===== config.mk =====
export PLATFORM = sky130hd
export DESIGN_NAME = snr_apb_master
export DESIGN_NICKNAME = d
export VERILOG_FILES = /design/src/rtl/snr_apb_pkg.sv /design/src/rtl/apb_timeout_cnt.sv /design/src/rtl/snr_apb_master.sv
export SDC_FILE = /design/constraint.sdc
export NUM_CORES = 1
export LEC_CHECK = 0
export ABC_AREA = 1
export BUFFER_PORTS_ARGS = -buffer_cell sky130_fd_sc_hd__buf_4
export CORE_UTILIZATION = 44
export CTS_BUF_LIST = sky130_fd_sc_hd__clkbuf_16
export DETAILED_ROUTE_END_ITERATION = 8
export PLACE_DENSITY = 0.81
export REMOVE_ABC_BUFFERS = 1
export SLEW_MARGIN = 25
export SYNTH_ARGS = -nofsm -noshare
export SYNTH_HDL_FRONTEND = slang
export SYNTH_SLANG_ARGS = --single-unit

===== constraint.sdc =====
create_clock -name PCLK -period 1.4 [get_ports PCLK]
set_input_delay 0.07 -clock PCLK [delete_from_list [all_inputs] [get_ports PCLK]]
set_output_delay 0.07 -clock PCLK [all_outputs]
set_load 0.005 [all_outputs]

===== src/rtl/snr_apb_pkg.sv =====
// Shared types and constants for the SNR APB initiator and its helpers.
// No logic; no latency.
// No flow control of its own.
package snr_apb_pkg;

  localparam int APB_ADDR_W = 10;
  localparam int APB_DATA_W = 32;

  // Word address of the SNR result register in the SNR register block
  localparam logic [APB_ADDR_W-1:0] SNR_REG_ADDR = '0;

  typedef enum logic [1:0] {
    IDLE   = 2'd0,
    SETUP  = 2'd1,
    ACCESS = 2'd2,
    RESP   = 2'd3
  } apb_state_e;

  // Counter width able to hold 0..limit; a disabled watchdog (limit 0) still gets one bit
  function automatic int cnt_width(input int limit);
    return (limit > 0) ? $clog2(limit + 1) : 1;
  endfunction

endpackage


===== src/rtl/apb_timeout_cnt.sv =====
// Saturating wait-cycle counter with clear, enable and limit-reached flag.
// at_limit reflects the registered count (same cycle as cnt_q).
// No backpressure; clear has priority over enable, count sticks at full scale.
module apb_timeout_cnt #(
  parameter int WIDTH = 8
) (
  input  logic             clk,
  input  logic             rst,
  input  logic             clr,
  input  logic             en,
  input  logic [WIDTH-1:0] limit,
  output logic             at_limit
);

  logic [WIDTH-1:0] cnt_q;
  logic [WIDTH-1:0] cnt_d;

  // Next count: clear wins, otherwise step while enabled unless already saturated
  always_comb begin
    cnt_d = cnt_q;
    if (clr) begin
      cnt_d = '0;
    end else if (en && (cnt_q != '1)) begin
      cnt_d = cnt_q + WIDTH'(1);
    end
  end

  // Count register with synchronous reset
  always_ff @(posedge clk) begin
    if (rst) begin
      cnt_q <= '0;
    end else begin
      cnt_q <= cnt_d;
    end
  end

  assign at_limit = (cnt_q == limit);

endmodule


===== src/rtl/snr_apb_master.sv =====
// APB3 initiator: one valid/ready request becomes one APB transfer with a held response.
// Accept at edge N: SETUP after N, ACCESS after N+1, rsp_valid after N+2 plus one per wait state.
// req_ready only in IDLE; response held until rsp_ready, no new transfer until it is consumed.
module snr_apb_master
  import snr_apb_pkg::*;
#(
  parameter int ADDR_W  = APB_ADDR_W,
  parameter int DATA_W  = APB_DATA_W,
  parameter int TIMEOUT = 255
) (
  input  logic              PCLK,
  input  logic              PRESET,
  input  logic              req_valid,
  output logic              req_ready,
  input  logic              req_write,
  input  logic [ADDR_W-1:0] req_addr,
  input  logic [DATA_W-1:0] req_wdata,
  output logic              rsp_valid,
  input  logic              rsp_ready,
  output logic [DATA_W-1:0] rsp_rdata,
  output logic              rsp_err,
  output logic              rsp_timeout,
  output logic              PSEL,
  output logic              PENABLE,
  output logic              PWRITE,
  output logic [ADDR_W-1:0] PADDR,
  output logic [DATA_W-1:0] PWDATA,
  input  logic [DATA_W-1:0] PRDATA,
  input  logic              PREADY,
  input  logic              PSLVERR
);

  localparam int            CW      = cnt_width(TIMEOUT);
  localparam logic [CW-1:0] LIMIT   = (TIMEOUT > 0) ? CW'(TIMEOUT - 1) : '0;
  localparam bit            WDOG_EN = (TIMEOUT != 0);

  apb_state_e        state_q, state_d;
  logic              psel_q, psel_d;
  logic              penable_q, penable_d;
  logic              pwrite_q, pwrite_d;
  logic [ADDR_W-1:0] paddr_q, paddr_d;
  logic [DATA_W-1:0] pwdata_q, pwdata_d;
  logic              req_ready_q, req_ready_d;
  logic              rsp_valid_q, rsp_valid_d;
  logic [DATA_W-1:0] rsp_rdata_q, rsp_rdata_d;
  logic              rsp_err_q, rsp_err_d;
  logic              rsp_timeout_q, rsp_timeout_d;

  logic cnt_en;
  logic cnt_clr;
  logic wdog_hit;

  // Count every ACCESS cycle the responder stalls; restart once the response is taken
  assign cnt_en  = (state_q == ACCESS) && !PREADY;
  assign cnt_clr = (state_q == RESP) && rsp_ready;

  apb_timeout_cnt #(
    .WIDTH (CW)
  ) u_wdog (
    .clk      (PCLK),
    .rst      (PRESET),
    .clr      (cnt_clr),
    .en       (cnt_en),
    .limit    (LIMIT),
    .at_limit (wdog_hit)
  );

  // Transfer sequencing and response capture; bus strobes decoded from the next state
  always_comb begin
    state_d       = state_q;
    pwrite_d      = pwrite_q;
    paddr_d       = paddr_q;
    pwdata_d      = pwdata_q;
    rsp_rdata_d   = rsp_rdata_q;
    rsp_err_d     = rsp_err_q;
    rsp_timeout_d = rsp_timeout_q;

    case (state_q)
      IDLE: begin
        if (req_valid && req_ready_q) begin
          pwrite_d = req_write;
          paddr_d  = req_addr;
          pwdata_d = req_wdata;
          state_d  = SETUP;
        end
      end
      SETUP: begin
        state_d = ACCESS;
      end
      ACCESS: begin
        if (PREADY) begin
          rsp_rdata_d   = pwrite_q ? '0 : PRDATA;
          rsp_err_d     = PSLVERR;
          rsp_timeout_d = 1'b0;
          state_d       = RESP;
        end else if (WDOG_EN && wdog_hit) begin
          rsp_rdata_d   = '0;
          rsp_err_d     = 1'b1;
          rsp_timeout_d = 1'b1;
          state_d       = RESP;
        end
      end
      RESP: begin
        if (rsp_ready) begin
          state_d = IDLE;
        end
      end
      default: begin
        state_d = IDLE;
      end
    endcase

    psel_d      = (state_d == SETUP) || (state_d == ACCESS);
    penable_d   = (state_d == ACCESS);
    req_ready_d = (state_d == IDLE);
    rsp_valid_d = (state_d == RESP);
  end

  // All state and outputs registered together; reset aborts any transfer silently
  always_ff @(posedge PCLK) begin
    if (PRESET) begin
      state_q       <= IDLE;
      psel_q        <= 1'b0;
      penable_q     <= 1'b0;
      pwrite_q      <= 1'b0;
      paddr_q       <= '0;
      pwdata_q      <= '0;
      req_ready_q   <= 1'b1;
      rsp_valid_q   <= 1'b0;
      rsp_rdata_q   <= '0;
      rsp_err_q     <= 1'b0;
      rsp_timeout_q <= 1'b0;
    end else begin
      state_q       <= state_d;
      psel_q        <= psel_d;
      penable_q     <= penable_d;
      pwrite_q      <= pwrite_d;
      paddr_q       <= paddr_d;
      pwdata_q      <= pwdata_d;
      req_ready_q   <= req_ready_d;
      rsp_valid_q   <= rsp_valid_d;
      rsp_rdata_q   <= rsp_rdata_d;
      rsp_err_q     <= rsp_err_d;
      rsp_timeout_q <= rsp_timeout_d;
    end
  end

  assign PSEL        = psel_q;
  assign PENABLE     = penable_q;
  assign PWRITE      = pwrite_q;
  assign PADDR       = paddr_q;
  assign PWDATA      = pwdata_q;
  assign req_ready   = req_ready_q;
  assign rsp_valid   = rsp_valid_q;
  assign rsp_rdata   = rsp_rdata_q;
  assign rsp_err     = rsp_err_q;
  assign rsp_timeout = rsp_timeout_q;

endmodule


==> reports/metrics.cfg <==
[status]
status = finished, violations left
violations = DRC

[critical_path]
worst_setup_path_end_kind = flip-flop
r2r-start = u_wdog.cnt_q[0]$_SDFFE_PP0P_
cp_data_required_time_ns = 1.62
timing.rr.end = req_ready$_SDFF_PP1_
arrival_ns = 1.59
startpoint_type = flip-flop
crit_type = flip-flop to flip-flop
r2r_slack_ns = 0.04
reg2reg_depth = 9
cp_max_fo = 3

[route]
route.detailed.drc = 20
wl_per_cell_um = 12.38
vias = 4198
drt-initial-drc-count = 144
routed_wl_um = 11100
detail_route.vias_per_cell = 4.685
postRouteAntennaNets = 0
firstDrtPassIters = 6

[global_routing]
antenna_found_initial = 0
grtUsageTotal = 0.2265
grt_pass1_wl_um = 17510
grt_max_degree = 44
grt_pass1_vias = 4048
overflow = 0

[clock_tree]
cts-buffers-inserted = 9
clk_pin_slew_worst_paths_ns = 0.07
htree_levels = 3
cts_buffer_depth = 2
clkSinkCount = 91
insertion_delay_ns = 0.33
cts_root_buf = clkbuf_16
cts_tree = done

[yosys]
synth_warnings = 0
synth.ff_latch_count = 91
syn_area_per_cell_um2 = 6.925
syn_area_um2 = 4030
synth-seq-area-share = 0.4520
netlist_instances = 582
synth_cell_type_count = 23

[layout]
diodes = 0
layout.filler_cells = 663
drive_gt1_frac = 0.3376
mostFrequentLayoutCells = buf_4, nor2_1, dfxtp_1
post-route-cell-area_um2 = 6107
fin_nets = 869
syn2layout_area_growth_pct = 51.54
final_common_cell = buf_4
fin_cells = 896

[power_and_ir_drop]
p_leak_uw = 0.003210
power_uw = 7200
peakVddDrop_mv = 0.8000
power_density_nw_per_um2 = 1179

[sta]
timing.hold.ws_ns = 0.0003597
rsz0062_at_grt = true
min_period_over_period = 0.9748
final-hold-violation-count = 0
fin_crit_ns = 1.365
max_freq_ghz = 0.7328
slew_violations = 0
slew_headroom = 0.7559
setup_violations = 0
worst_slew_pin_slew_ns = 0.3662
fin_ws_ns = 0.03535
fin_skew_ns = 0.01055

[floorplanning]
io_pins = 162
core-area_um2 = 8806
initial_core_util = 0.4577
die_x_um = 97.71
die_area_um2 = 9546
rows = 34
die_y_um = 97.71

[place]
dp.cells = 854
gp_congestion = 0.8914
place_hpwl_um = 7471
port_buffers = 161
place_ws_ns = -0.1704
placed_cell_area_um2 = 5411

[hold_path]
hold_start = req_wdata[11]
holdPathEnd = PWDATA[11]$_SDFFE_PP0P_
holdPathStages = 3
hold_path.class = input port to flip-flop

[run]
max-cap-violations = 0

## critical path, stage by stage (launching register included)
cell and delay (ns):
dfxtp_2 0.33, inv_2 0.07, ha_4 0.14, nand3_2 0.09
nand2_2 0.10, nand2_4 0.05, nand2_4 0.06, inv_2 0.04
ha_1 0.16, or2_4 0.22
## flip-flops by register name, summed over array words and instances (netlist names)
signal	cells
PADDR	10
PENABLE	1
PSEL	1
PWDATA	32
PWRITE	1
req_ready	1
rsp_err	1
rsp_rdata	32
rsp_timeout	1
rsp_valid	1
state_q	2
u_wdog.cnt_q	8
## power breakdown
part / total [uW] / switching, uW / leakage [uW] / internal [uW]
Sequential: 3010 / 154 / 0.000749 / 2860
Combinational: 1590 / 774 / 0.00230 / 811
Clock: 2600 / 1020 / 0.000158 / 1580
Total: 7200 / 1950 / 0.00321 / 5250
## cell usage after synthesis
master | count | area (um^2)
nor3_1 | 2 | 10.01
nand3_2 | 1 | 10.01
inv_2 | 4 | 15.01
or2_1 | 1 | 6.260
buf_6 | 13 | 146.4
nand2_1 | 65 | 244.0
o21ai_0 | 45 | 225.2
nand2_4 | 1 | 11.26
xor2_1 | 2 | 17.52
buf_2 | 7 | 35.03
nand3_1 | 38 | 190.2
nand2_2 | 3 | 18.77
or2_2 | 1 | 6.260
a21oi_1 | 6 | 30.03
nor2_2 | 11 | 68.82
inv_1 | 84 | 315.3
dfxtp_1 | 91 | 1822
nand4_4 | 1 | 21.27
ha_1 | 5 | 62.56
xnor2_1 | 1 | 8.760
nor2_4 | 2 | 22.52
clkbuf_1 | 9 | 33.78
nor2_1 | 189 | 709.4
## repair_timing
| item | in CTS | in global routing |
|---|---|---|
| hold buffers | 23 | 0 |
| cloned | 0 | 0 |
| pin swaps | 3 | 2 |
| hold endpoints to repair | 26 | 0 |
| setup buffers | 3 | 0 |
| setup endpoints to repair | 10 | 78 |
| resized for setup | 17 | 29 |
## kinds of logic after synthesis
group           after synthesis  share of synthesized area
compound gates               51                    0.06334
xor+xnor                      3                   0.006521
fa+ha+maj                     5                    0.01552
buf+inv                     117                     0.1354
flops                        91                     0.4520
simple gates                315                     0.3272
## worst max path at each step
stage | from | end | slack (ns) | depth (start not counted)
after global placement | u_wdog.cnt_q[6]$_SDFFE_PP0P_ | req_ready$_SDFF_PP1_ | -0.06 | 9
after floorplan | state_q[0]$_SDFF_PP0_ | req_ready$_SDFF_PP1_ | -0.78 | 8
after global routing | state_q[0]$_SDFF_PP0_ | req_ready$_SDFF_PP1_ | -0.03 | 8
after CTS | state_q[0]$_SDFF_PP0_ | rsp_rdata[28]$_SDFFE_PP0P_ | 0.009 | 8
final | u_wdog.cnt_q[0]$_SDFFE_PP0P_ | req_ready$_SDFF_PP1_ | 0.04 | 9
after detailed placement | u_wdog.cnt_q[0]$_SDFFE_PP0P_ | req_ready$_SDFF_PP1_ | -0.17 | 9
## area by class of cell
class	count	area (um^2)	area share
well taps	108	135.1	0.02213
multi-input cells	374	1742	0.2852
clock inverters	7	97.59	0.01598
flip-flops and latches	91	1832	0.2999
repair buffers	219	1740	0.2850
clock buffers	9	225.2	0.03688
inverters	88	335.3	0.05491
## routing by layer
layer  GRT usage  vias up  wire length, um
met1      0.2429     1877             4318
met3     0.07770       24              967
met4      0.1049        0              294
met5           0        -                0
li1            -     2142                -
met2      0.4004      155             5516
## per-stage QoR
stage	utilization	setup TNS, ns
after CTS	0.6856	0
after floorplan	-	-14.68
after global placement	0.6145	-0.06426
final	0.6935	0
after global routing	0.6935	-0.1301
after detailed placement	0.6145	-0.5698
(Power assumes the default switching activity.)
